$ cat src/rtl/pipe_pkg.sv
// rtl/pipe_pkg.sv - shared types for the pipelined MIPS inter-stage registers
package pipe_pkg;

    // Occupancy of one pipeline stage register
    typedef enum logic [1:0] {
        EMPTY = 2'd0,
        ONE   = 2'd1,
        TWO   = 2'd2
    } stage_state_t;

    // IF/ID: fetched instruction and its fall-through PC
    typedef struct packed {
        logic [31:0] pc_plus4;
        logic [31:0] instr;
    } if_id_t;

    // ID/EX: decoded controls, register operands and immediate
    typedef struct packed {
        logic        reg_write;
        logic        mem_to_reg;
        logic        mem_read;
        logic        mem_write;
        logic        branch;
        logic        alu_src;
        logic        reg_dst;
        logic [3:0]  alu_ctrl;
        logic [31:0] pc_plus4;
        logic [31:0] rs_val;
        logic [31:0] rt_val;
        logic [31:0] imm;
        logic [4:0]  rs;
        logic [4:0]  rt;
        logic [4:0]  rd;
    } id_ex_t;

    // EX/MEM: ALU result, store data and destination
    typedef struct packed {
        logic        reg_write;
        logic        mem_to_reg;
        logic        mem_read;
        logic        mem_write;
        logic [31:0] alu_result;
        logic [31:0] store_data;
        logic [4:0]  dest;
    } ex_mem_t;

    // MEM/WB: write-back value selection inputs
    typedef struct packed {
        logic        reg_write;
        logic        mem_to_reg;
        logic [31:0] mem_data;
        logic [31:0] alu_result;
        logic [4:0]  dest;
    } mem_wb_t;

    localparam int IF_ID_W  = $bits(if_id_t);
    localparam int ID_EX_W  = $bits(id_ex_t);
    localparam int EX_MEM_W = $bits(ex_mem_t);
    localparam int MEM_WB_W = $bits(mem_wb_t);

endpackage

$ cat src/rtl/pipe_stage_skid.sv
// rtl/pipe_stage_skid.sv - valid/ready pipeline stage register with optional 2-entry skid
module pipe_stage_skid
    import pipe_pkg::*;
#(
    parameter int WIDTH      = 32,
    parameter bit SKID       = 1'b1,
    parameter bit CLEAR_DATA = 1'b1
) (
    input  logic             CLK,
    input  logic             RST,
    input  logic             flush,
    input  logic             in_valid,
    output logic             in_ready,
    input  logic [WIDTH-1:0] in_data,
    output logic             out_valid,
    input  logic             out_ready,
    output logic [WIDTH-1:0] out_data,
    output logic [1:0]       count
);

    stage_state_t     state;
    stage_state_t     state_nxt;
    logic [WIDTH-1:0] main_q;
    logic [WIDTH-1:0] main_nxt;
    logic [WIDTH-1:0] skid_q;
    logic             main_load;
    logic             skid_load;
    logic             push;
    logic             pop;

    assign out_valid = (state != EMPTY);
    assign out_data  = main_q;
    assign push      = in_valid & in_ready;
    assign pop       = out_valid & out_ready;
    assign count     = (state == TWO) ? 2'd2 : ((state == ONE) ? 2'd1 : 2'd0);

    // With the skid entry, ready depends only on the state flop; without it, a
    // full register can still accept when downstream drains it this cycle.
    if (SKID) begin : g_ready_skid
        assign in_ready = (state != TWO) & ~RST;
    end else begin : g_ready_pass
        assign in_ready = (~out_valid | out_ready) & ~RST;
    end

    // Next-state and register-load decode for the handshake
    always_comb begin
        state_nxt = state;
        main_load = 1'b0;
        main_nxt  = in_data;
        skid_load = 1'b0;
        case (state)
            EMPTY: begin
                if (push) begin
                    state_nxt = ONE;
                    main_load = 1'b1;
                end
            end
            ONE: begin
                if (push && pop) begin
                    main_load = 1'b1;
                end else if (push && SKID) begin
                    state_nxt = TWO;
                    skid_load = 1'b1;
                end else if (pop && !push) begin
                    state_nxt = EMPTY;
                end
            end
            TWO: begin
                if (pop) begin
                    state_nxt = ONE;
                    main_load = 1'b1;
                    main_nxt  = skid_q;
                end
            end
            default: state_nxt = EMPTY;
        endcase
    end

    // State register: reset beats flush, flush beats the handshake
    always_ff @(posedge CLK) begin
        if (RST || flush) begin
            state <= EMPTY;
        end else begin
            state <= state_nxt;
        end
    end

    // Main register: zeroing turns a dropped stage into a NOP bubble
    if (CLEAR_DATA) begin : g_main_clear
        always_ff @(posedge CLK) begin
            if (RST || flush) begin
                main_q <= '0;
            end else if (main_load) begin
                main_q <= main_nxt;
            end
        end
    end else begin : g_main_keep
        always_ff @(posedge CLK) begin
            if (!RST && !flush && main_load) begin
                main_q <= main_nxt;
            end
        end
    end

    // Skid register: holds the beat accepted while downstream stalled
    if (SKID) begin : g_skid
        if (CLEAR_DATA) begin : g_skid_clear
            always_ff @(posedge CLK) begin
                if (RST || flush) begin
                    skid_q <= '0;
                end else if (skid_load) begin
                    skid_q <= in_data;
                end
            end
        end else begin : g_skid_keep
            always_ff @(posedge CLK) begin
                if (!RST && !flush && skid_load) begin
                    skid_q <= in_data;
                end
            end
        end
    end else begin : g_no_skid
        logic unused_skid_load;
        assign skid_q           = '0;
        assign unused_skid_load = skid_load;
    end

endmodule

$ cat config.mk
export PLATFORM = sky130hd
export DESIGN_NAME = pipe_stage_skid
export DESIGN_NICKNAME = d
export VERILOG_FILES = /design/src/rtl/pipe_pkg.sv /design/src/rtl/pipe_stage_skid.sv
export SDC_FILE = /design/constraint.sdc
export NUM_CORES = 1
export LEC_CHECK = 0
export BUFFER_PORTS_ARGS = -buffer_cell sky130_fd_sc_hd__clkbuf_2
export CAP_MARGIN = 10
export CORE_MARGIN = 1
export CORE_UTILIZATION = 25
export DETAILED_ROUTE_END_ITERATION = 8
export GPL_ROUTABILITY_DRIVEN = 0
export PLACE_DENSITY = 0.41
export SLEW_MARGIN = 20
export SYNTH_ARGS = -nofsm -noshare
export SYNTH_HDL_FRONTEND = slang
export SYNTH_SLANG_ARGS = --single-unit
$ cat constraint.sdc
create_clock -name CLK -period 1.3 [get_ports CLK]
set_input_delay 0 -clock CLK [delete_from_list [all_inputs] [get_ports CLK]]
set_output_delay 0 -clock CLK [all_outputs]
set_load 0.02 [all_outputs]
Word level (Yosys, flattened, before mapping). Cells that the tools add are included.

Bits in registers: 66. Input port bits: 37. Word-level logic and storage cells: 37.

Equal/unequal tests: 7. Multiplexer cells: 16. Bitwise logic cells: 4. Reductions and logical operators: 7.

Operator list (number): two-way mux 32 bit (2); two-way mux 2 bit (6); inequality test 2 bit (second input constant) (4); two-way mux 1 bit (6); one-hot mux 2 bit (3 select lines) (1); AND reduction 4 bit (1); bitwise AND 1 bit (3); inequality test 3 x 2 -> 1 bit (second input constant) (1); one-hot mux 1 bit (3 select lines) (1); == test 2 x 1 -> 1 bit (second input constant) (1); == test 2 bit (second input constant) (1); logical AND 1 bit (2); logical NOT 2 bit (1); nonzero test 2 bit (1); logical NOT 1 bit (1); logical OR 1 bit (1); inverter 1 bit (1).

Longest topological paths before layout. Gate-level depths: netlist of run 1.

Word-level depth: 9. Gate-level depth with buffers: 6. Depth with buffers taken out: 3.

Least setup slack after synthesis of run 1. No wires, ideal clock.

Path kind: flip-flop to flip-flop. Start point: reg state[1]. End point: reg main_q[0] (netlist: out_data[0]). Library setup time: 0.133 ns. Arrival time: 1.213 ns. Slack: -0.047 ns. Cell stages (with the launch flop): 7. Path buffers: 3. Clock period less this slack: 1.347 ns. Cells stage by stage: dfxtp_1 > buf_4 > and3b_1 > buf_4 > buf_2 > a311oi_1 > a311oi_1.

Cells in the longest elaborated chain, start to end: 6. Elaborated cells between the ends (all ways): 15. Those cells by class: eq/ne (3); mux (6); bitwise (3); reduce/logical (3).

RTL lines: from (decl) (RTL line pipe_stage_skid.sv:21) `stage_state_t state;`; from (signal assigned) (RTL line pipe_stage_skid.sv:84) `state <= state_nxt;`; inequality test 2 bit (RTL line pipe_stage_skid.sv:40) `assign in_ready = (state != TWO) & ~RST;`; bitwise AND 1 bit (RTL line pipe_stage_skid.sv:40); bitwise AND 1 bit (RTL line pipe_stage_skid.sv:33) `assign push = in_valid & in_ready;`; logical AND 1 bit (RTL line pipe_stage_skid.sv:59) `if (push && pop) begin`; two-way mux 1 bit (RTL line pipe_stage_skid.sv:59); one-hot mux 1 bit (3 select lines) (RTL line pipe_stage_skid.sv:51) `case (state)`; to (signal assigned) (RTL line pipe_stage_skid.sv:94) `main_q <= main_nxt;`; to (decl) (RTL line pipe_stage_skid.sv:23) `logic [WIDTH-1:0] main_q;`.

Parallel ways exist; a longest one is shown, timed or not. A chain may end at the register's enable or synchronous reset.

Worst setup path in the final report of run 1.
Start point: reg state[0]. End point: reg main_q[7] (netlist: out_data[7]).

Same word-level chain as after synthesis.

==> qor.yml, run 1 <==
worst_setup_path:
  worstSetupPathType: "flip-flop to flip-flop"
  max_stage_delay_ps: 350
  cp.arrival_ps: 1600
  critPathLaunchType: "flip-flop"
  cp_cell_sequence: "and3b_2, buf_8, a311oi_1, a311oi_2"
  cp_max_fo: 18
  path_buf_inv: 1
  required_ps: 1490
  crit_slowest_cell: "a311oi_1"
  cp-end-kind: "flip-flop"
  crit_family: "compound AO/OA/AOI/OAI gates"
synth:
  syn_area_sq_mm: 0.00297
  synth_top_area_share_pct: 44.5
  synth_compound_area_share_pct: 30.6
  synthAdderAreaFrac_pct: 0
  synth_cell_types: 28
  synth.largest_area_cell: "dfxtp_1"
  synth_nets: 395
  synthSimpleGateAreaFrac_pct: 16.8
  syn_inst: 358
  ys_seq_area_share_pct: 44.5
  synth_mux_area_share_pct: 0.337
  synth_top_family_by_area: "compound AO/OA/AOI/OAI gates"
  synth_seq_cells: 66
  synth_area_leaders: "dfxtp_1 (44%), a311oi_1 (19%), nand2_1 (8.2%)"
  synth.avg_cell_area_sq_um: 8.30
  synth_warnings: 0
  synth_xor_area_share_pct: 0
global_route:
  grt-busiest-layer: "met2"
  grt.met3_usage_pct: 4.21
  overflow: 0
  antenna_found_initial: 0
  grt_pass1_vias: 3242
  grt_max_degree: 36
  met2_usage_pct: 30.6
  grt_usage_pct: 18.6
  grt_pass1_wl_um: 17900
  met1_usage_pct: 24.8
sta:
  fin_worst_skew_ps: 5.75
  worstMarginPinSlew_ps: 568
  worst_slack_ps: -102
  tns_ps: -2860
  rsz0062_at_grt: "yes"
  maxSlewViolCount: 0
  slew_headroom_pct: 62.2
  final-setup-viol-count: 64
  period_share_pct: 108
  fin_crit_ps: 1400
  hold_viol: 0
  fmax_mhz: 713
power:
  p_leak_nw: 1.73
  irDropWorstVdd_mv: 0.536
  power.density_mw_per_mm2: 1100
floorplanning:
  die_area_sq_mm: 0.0123
  io-pin-count: 73
  core_region_area_sq_mm: 0.0115
  die_w_um: 111
  die_h_um: 111
  start_util_pct: 25.8
  rows: 39
clocking:
  cts_tree: "built"
  clk_latency_ps: 330
  numCtsBuffers: 9
  clock-root-buffer: "clkbuf_16"
  h-tree-depth: 3
  cts.path.max_buffers: 2
  cts_sinks: 66
  clk_pin_slew_worst_paths_ps: 60
drt:
  drtIter0Drc: 190
  ant_nets: 0
  dr_total_vias: 3302
  via_per_inst: 5.39
  wire_per_inst_um: 18.7
  drt-total-wl_um: 11400
  drt_pass1_iterations: 6
  drc_errors: 18
placement:
  placed_area_sq_mm: 0.00359
  place_ws_ps: -73.5
  io_buffers: 72
  place_inst: 557
  dp_hpwl_um: 6470
cells_and_area:
  final_design_area_no_fill_sq_mm: 0.00494
  syn2layout_area_growth_pct: 66.2
  fin_util_pct: 42.9
  antenna_cells: 0
  layout-drive-gt1-share_pct: 48.3
  nets: 503
  fin_cells: 613
outcome:
  failed_checks: "design-rule violations, negative setup slack"
  outcome: "finished with violations"
run:
  drv_cap: 0
min_path:
  holdCritPathClass: "input pin to flip-flop"
[worst min-delay path, stage by stage]
cell and delay [ps]:
clkbuf_2 160, a21oi_1 200, nor3_1 70
[cells by family after synthesis]
kind of cell,Yosys count
AOI/OAI and AO/OA,132
DFF,66
buffers and inverters,48
muxes,1
and+or+nand+nor,111
[through the flow]
step	hold slack, ps	power (mW)
after floorplan	79.8	2.42
after global placement	254	2.66
after detailed placement	260	2.65
after CTS	136	5.42
after global routing	157	5.65
final	155	5.44
[sequential cells by signal (all words and copies together), names as in the netlist]
signal	count
skid_q	32
state	2
out_data	32
[power breakdown]
part           total, mW  leakage, nW  switching [mW]  internal, mW
Clock               2.62        0.161           0.884          1.74
Sequential          2.09        0.535          0.0254          2.06
Combinational      0.733         1.04           0.419         0.314
[synthesized netlist by cell type, drive strengths merged]
library cell	number
dfxtp	66
nand2	65
a311oi	64
a21oi	34
nand3	32
o21ai	32
clkbuf	24
buf	22
nor2b	3
inv	2
nor2	2
or2	2
a31o	1
and3b	1
mux2i	1
nand2b	1
nand3b	1
nand4bb	1
nor3	1
nor4bb	1
o21ba	1
or3b	1
[cell usage in the layout, fill, tap and decap left out, types with 2 or more instances in the layout]
cell type / netlist / routed
nand3_4: 0 / 6
clkbuf_8: 0 / 6
a311oi_1: 64 / 35
clkbuf_16: 0 / 9
a21oi_2: 0 / 25
clkbuf_2: 0 / 70
nand2_1: 65 / 65
nand3_2: 0 / 26
buf_6: 3 / 11
nor2b_1: 3 / 2
dfxtp_2: 0 / 2
dfxtp_1: 66 / 64
buf_4: 2 / 18
nor2_1: 2 / 2
a21oi_1: 34 / 9
a311oi_2: 0 / 29
buf_8: 0 / 2
dlygate4sd3_1: 0 / 32
o21ai_2: 0 / 5
buf_12: 0 / 7
o21ai_1: 24 / 27
[path summary, 6_finish.rpt]
path                                start           to  slack, ps  cells after the start
worst max-delay path             state[0]  out_data[7]       -100                      4
worst max register to register   state[0]  out_data[7]       -100                      4
worst min register to register  skid_q[4]    skid_q[4]        480                      2
worst min-delay path             in_valid     state[1]        160                      3
[layout make-up]
class | instances | area [sq um]
Multi-Input combinational cell | 244 | 1960
Timing Repair Buffer | 143 | 1150
Sequential cell | 66 | 1320
Clock inverter | 1 | 30.0
Fill cell | 1168 | 6580
Clock buffer | 14 | 294
Tap cell | 143 | 179
Inverter | 2 | 7.51
[what timing repair did]
item,4_1_cts,5_1_grt
endpoints found under the setup margin,65,67
buffers inserted,6,0
hold endpoints to repair,63,0
gates resized for setup,71,68
pin swaps,57,26
hold buffers,32,0
cloned,4,0
[routing by layer]
layer / vias up / part of all wire, %
met4: 0 / 0.70
li1: 1567 / -
met3: 6 / 5.1
met1: 1643 / 47
met2: 86 / 47
met5: - / 0
No activity file was read; power rests on OpenSTA's default activity.
==> run 2, diff against run 1 <==
PLACE_DENSITY = 0.4   (was 0.41)
clock period = 1.75 ns   (was 1.3 ns; I/O delays follow)
==> qor.yml, run 2 (same netlist as run 1, synthesis figures left out) <==
sta:
  maxSlewViolCount: 0  # unchanged
  slew_headroom_pct: 63.9  # was 62.2%
  fmax_mhz: 677
  worstMarginPinSlew_ps: 541  # was 568 ps
  final-setup-viol-count: 0  # was 64
  hold_viol: 0  # unchanged
  fin_worst_skew_ps: 4.08  # was 5.75 ps
  fin_crit_ps: 1480
  period_share_pct: 84.4
  tns_ps: 0  # was -2860 ps
  rsz0062_at_grt: "no"  # was yes
floorplanning:
  die_w_um: 111  # unchanged
  die_area_sq_mm: 0.0123  # unchanged
  core_region_area_sq_mm: 0.0115  # unchanged
  rows: 39  # unchanged
  io-pin-count: 73  # unchanged
  start_util_pct: 25.8  # unchanged
  die_h_um: 111  # unchanged
placement:
  placed_area_sq_mm: 0.00346  # was 0.00359 sq mm
  io_buffers: 72  # unchanged
  dp_hpwl_um: 5880  # was 6470 um
drt:
  drtIter0Drc: 197  # was 190
  dr_total_vias: 3134  # was 3302
  drc_errors: 7  # was 18
  drt_pass1_iterations: 7  # was 6
  via_per_inst: 5.28  # was 5.39
  wire_per_inst_um: 17.6  # was 18.7 um
  drt-total-wl_um: 10500  # was 11400 um
  ant_nets: 0  # unchanged
clocking:
  clk_pin_slew_worst_paths_ps: 50  # was 60 ps
  cts.path.max_buffers: 2  # unchanged
  h-tree-depth: 3  # unchanged
  post-cts-setup-buffer-count: 0  # was 6
  cts_sinks: 66  # unchanged
  numCtsBuffers: 9  # unchanged
  clk_latency_ps: 330  # about the same
  clock-root-buffer: "clkbuf_16"  # unchanged
  cts_tree: "built"  # unchanged
worst_setup_path:
  path_buf_inv: 3  # was 1
  crit_top_cell: "a311oi_1"
  cp.arrival_ps: 1710  # was 1600 ps
  crit_family: "buffers and inverters"  # was compound AO/OA/AOI/OAI gates
  crit_slowest_cell: "dlygate4sd3_1"  # was a311oi_1
  critPathLaunchType: "input pin"  # was flip-flop
  cp-end-kind: "flip-flop"  # unchanged
  required_ps: 1980  # was 1490 ps
  cp_max_fo: 32  # was 18
  worstSetupPathType: "input pin to flip-flop"  # was flip-flop to flip-flop
  cp_cell_sequence: "dlygate4sd3_1, clkbuf_2, nand2b_1, buf_4, a311oi_1, a311oi_1"  # was and3b_2, buf_8, a311oi_1, a311oi_2
  max_stage_delay_ps: 520  # was 350 ps
global_route:
  grt-busiest-layer: "met2"  # unchanged
  grt_pass1_vias: 3077  # was 3242
  met1_usage_pct: 21.5  # was 24.8%
  grt_max_degree: 65  # was 36
  overflow: 0  # unchanged
  grt_pass1_wl_um: 16800  # was 17900 um
  antenna_found_initial: 0  # unchanged
  grt.met3_usage_pct: 3.23  # was 4.21%
  met2_usage_pct: 30.9  # was 30.6%
  grt_usage_pct: 17.6  # was 18.6%
cells_and_area:
  final_common_cell: "clkbuf_2"  # unchanged
  nFillCells: 1232  # was 1168
  antenna_cells: 0  # unchanged
  final_design_area_no_fill_sq_mm: 0.00412  # was 0.00494 sq mm
  layout-drive-gt1-share_pct: 25.1  # was 48.3%
  mostFrequentLayoutCells: "clkbuf_2 (72), dfxtp_1 (66), nand2_1 (65)"  # was clkbuf_2 (70), nand2_1 (65), dfxtp_1 (64)
  syn2layout_area_growth_pct: 38.8  # was 66.2%
  nets: 483  # was 503
min_path:
  holdCritPathClass: "input pin to flip-flop"  # unchanged
power:
  p_total_mw: 3.93  # was 5.44 mW
  power.density_mw_per_mm2: 952  # was 1100 mW/mm^2
  internal-power_mw: 2.99  # was 4.12 mW
  p_leak_nw: 1.54  # was 1.73 nW
  p_comb_share_pct: 10.8  # was 13.5%
  clockPowerShare_pct: 49.7  # was 48.1%
  p_sw_share_pct: 23.8  # was 24.4%
  irDropWorstVdd_mv: 0.369  # was 0.536 mV
  switchingPower_mw: 0.933  # was 1.33 mW
  seqPwrFrac_pct: 39.5  # was 38.4%
outcome:
  failed_checks: "design-rule violations"  # was design-rule violations, negative setup slack
  outcome: "finished with violations"  # unchanged
run:
  drv_cap: 0  # unchanged
-- run 2: cell types whose count changed in the layout (fill, tap and decap cells not counted), moves of 3 or more --
cell / before / now
a21oi_1: 9 / 34
a21oi_2: 25 / 0
a311oi_1: 35 / 64
a311oi_2: 29 / 0
buf_12: 7 / 1
buf_6: 11 / 0
clkbuf_8: 6 / 1
nand3_1: 0 / 32
nand3_2: 26 / 0
nand3_4: 6 / 0
o21ai_0: 0 / 8
o21ai_1: 27 / 24
o21ai_2: 5 / 0
-- run 2: cell type report --
cell class	count	area (sq um)	area share [%]
Multi-Input combinational cell	244	1460	35.3
Sequential cell	66	1320	32.0
Timing Repair Buffer	123	838	20.3
Clock buffer	11	243	5.89
Tap cell	143	179	4.34
Clock inverter	5	77.6	1.88
Inverter	2	7.51	0.182
-- run 2: metrics by stage --
step           worst slack (ps)  cells  utilization (%)  hold WS, ps
2_1_floorplan               403    358                -         79.8
3_3_place_gp               84.0    545             30.1          251
3_5_place_dp               44.7    545             30.1          261
4_1_cts                    32.7    594             35.7         73.8
5_1_grt                     134    594             35.8          106
6_report                    272    594             35.8         74.0
-- run 2: power by group through the flow --
stage                     registers (mW)  clock network [mW]  logic (mW)
after floorplan                     1.61                   0       0.185
after global placement              1.58                   0       0.369
after detailed placement            1.59                   0       0.369
after CTS                           1.55                2.00       0.427
after global routing                1.55                2.08       0.463
final                               1.55                1.95       0.423
-- run 2: metal layers --
layer | up-vias | wire [um]
met5 | - | 0
met4 | 0 | 111
met3 | 9 | 409
met2 | 72 | 5230
met1 | 1534 | 4710
li1 | 1519 | -
-- run 2: path summary, 6_finish.rpt --
check	startpoint	cells after the start	endpoint	slack, ps
max	out_ready	6	out_data[3]	270
min	in_valid	3	state[1]	70
min reg2reg	skid_q[31]	2	out_data[31]	470
max reg2reg	state[1]	4	out_data[7]	310
-- run 2: worst reg2reg max path: cells and delay by family (launching register included) --
kind | cells | cell delay, ps
simple gates | 1 | 260
flops | 1 | 410
compound gates | 2 | 410
buf+inv | 1 | 280
-- run 2: repair_timing --
action | 4_1_cts | 5_1_grt
gates resized for setup | 0 | 1
hold buffers | 33 | 0
hold endpoints to repair | 65 | 0
endpoints found under the setup margin | 0 | 31
==> run 3, diff against run 2 <==
PLACE_DENSITY = 0.41   (was 0.4)
clock period = 1.25 ns   (was 1.75 ns; I/O delays follow)
==> qor.yml, run 3 (same netlist as run 1, synthesis figures left out) <==
floorplanning:
  die_w_um: 111  # unchanged
  io-pin-count: 73  # unchanged
  core_region_area_sq_mm: 0.0115  # unchanged
  rows: 39  # unchanged
  die_h_um: 111  # unchanged
  start_util_pct: 25.8  # unchanged
  die_area_sq_mm: 0.0123  # unchanged
drt:
  dr_total_vias: 3195  # was 3134
  wire_per_inst_um: 17.0  # was 17.6 um
  via_per_inst: 5.23  # was 5.28
  drtIter0Drc: 199  # was 197
  ant_nets: 0  # unchanged
  drt_pass1_iterations: 7  # unchanged
  drc_errors: 12  # was 7
  drt-total-wl_um: 10400  # was 10500 um
clocking:
  numCtsBuffers: 9  # unchanged
  cts_tree: "built"  # unchanged
  clock-root-buffer: "clkbuf_16"  # unchanged
  clk_latency_ps: 330  # about the same
  cts.path.max_buffers: 2  # unchanged
  h-tree-depth: 3  # unchanged
  cts_sinks: 66  # unchanged
  clk_pin_slew_worst_paths_ps: 50  # about the same
worst_setup_path:
  required_ps: 1520  # was 1980 ps
  cp-end-kind: "flip-flop"  # unchanged
  cp.arrival_ps: 1650  # was 1710 ps
  worstSetupPathType: "flip-flop to flip-flop"  # was input pin to flip-flop
  critPathLaunchType: "flip-flop"  # was input pin
  cp_max_fo: 10  # was 32
sta:
  period_share_pct: 111
  tns_ps: -6860  # was 0 ps
  worst_slack_ps: -133  # was 272 ps
  fin_worst_skew_ps: 4.13  # was 4.08 ps
  rsz0062_at_grt: "yes"  # was no
  slew_headroom_pct: 77.7  # was 63.9%
  hold_viol: 0  # unchanged
  maxSlewViolCount: 0  # unchanged
  worstMarginPinSlew_ps: 335  # was 541 ps
  final-setup-viol-count: 65  # was 0
  fmax_mhz: 723
  fin_crit_ps: 1380
global_route:
  grt_max_degree: 67  # was 65
  grt_pass1_wl_um: 16800  # about the same
  grt_pass1_vias: 3105  # was 3077
  overflow: 0  # unchanged
  grt_usage_pct: 17.4  # was 17.6%
  grt-busiest-layer: "met2"  # unchanged
  grt.met3_usage_pct: 4.87  # was 3.23%
  met2_usage_pct: 26.8  # was 30.9%
  antenna_found_initial: 0  # unchanged
  met1_usage_pct: 24.0  # was 21.5%
power:
  seqPwrFrac_pct: 41.4  # was 39.5%
  p_leak_nw: 1.69  # was 1.54 nW
  p_comb_share_pct: 13.2  # was 10.8%
  p_sw_share_pct: 24.4  # was 23.8%
  clockPowerShare_pct: 45.4  # was 49.7%
  internal-power_mw: 3.97  # was 2.99 mW
  irDropWorstVdd_mv: 0.502  # was 0.369 mV
  power.density_mw_per_mm2: 1170  # was 952 mW/mm^2
  switchingPower_mw: 1.28  # was 0.933 mW
outcome:
  failed_checks: "design-rule violations, negative setup slack"  # was design-rule violations
  outcome: "finished with violations"  # unchanged
cells_and_area:
  syn2layout_area_growth_pct: 51.2  # was 38.8%
  nets: 500  # was 483
  layout-drive-gt1-share_pct: 32.3  # was 25.1%
  mostFrequentLayoutCells: "clkbuf_2 (68), dfxtp_1 (64), nand2_1 (63)"  # was clkbuf_2 (72), dfxtp_1 (66), nand2_1 (65)
  antenna_cells: 0  # unchanged
  nFillCells: 1212  # was 1232
  final_common_cell: "clkbuf_2"  # unchanged
  fin_util_pct: 39.0  # was 35.8%
placement:
  io_buffers: 72  # unchanged
  dp_hpwl_um: 6200  # was 5880 um
min_path:
  holdCritPathClass: "input pin to flip-flop"  # unchanged
run:
  drv_cap: 0  # unchanged
[run 3: changes by cell type in the layout (fill, tap and decap cells not counted), moves of 4 or more]
| cell | before | now |
|---|---|---|
| buf_12 | 1 | 7 |
| a311oi_1 | 64 | 57 |
| buf_8 | 0 | 6 |
| a21oi_1 | 34 | 28 |
| a311oi_2 | 0 | 7 |
| buf_6 | 0 | 11 |
| clkbuf_2 | 72 | 68 |
| a21oi_2 | 0 | 6 |
[run 3: routing by layer]
metal  vias to the layer above  wire [um]
met5                         -          0
met4                         0         99
met3                         6        685
met2                       106       4850
met1                      1523       4740
li1                       1560          -
[run 3: metrics by stage]
stage	worst slack, ps	area (sq um)	instances	hold WS (ps)	total power, mW
floorplan	-12.4	3000	358	79.8	2.52
global placement	-101	3610	555	255	2.76
detailed placement	-94.8	3610	555	258	2.77
CTS	-75.5	4370	607	30.8	5.29
global route	-236	4490	611	75.4	5.48
finish	-133	4490	611	40.0	5.25
[run 3: final cells by class]
class | count | area, sq um | share of cell area [%]
timing repair buffer | 140 | 1150 | 25.6
tap | 143 | 179 | 3.98
clock inverter | 2 | 10.0 | 0.223
inverter | 2 | 7.51 | 0.167
multi-input combinational | 244 | 1550 | 34.4
sequential | 66 | 1320 | 29.5
clock buffer | 14 | 274 | 6.10
[run 3: path summary, 6_finish.rpt]
| check | from | endpoint | slack [ps] | cells past startpoint |
|---|---|---|---|---|
| worst max-delay path | state[1] | skid_q[25] | -130 | 6 |
| worst min-delay path | in_valid | state[1] | 40 | 3 |
| worst max register to register | state[1] | skid_q[25] | -130 | 6 |
| worst min register to register | skid_q[15] | skid_q[15] | 470 | 2 |
[run 3: what timing repair did]
action	4_1_cts	5_1_grt
gates resized for setup	31	24
endpoints found under the hold margin	64	0
hold buffers	32	0
gates cloned	1	2
pin swaps	3	3
setup buffers	3	3
setup endpoints to repair	69	69
[run 3: critical path, cell delays in order (launching register included)]
cell      delay [ps]
dfxtp_2          340
buf_6            130
nor4bb_4         310
buf_4            190
buf_8            130
nand3_1           90
a21oi_2          120
[run 3: power groups by stage]
stage,logic [mW],registers (mW),clock network [mW]
finish,0.693,2.17,2.39
global route,0.751,2.18,2.55
CTS,0.660,2.17,2.46
detailed placement,0.547,2.22,0
global placement,0.547,2.22,0
floorplan,0.262,2.26,0
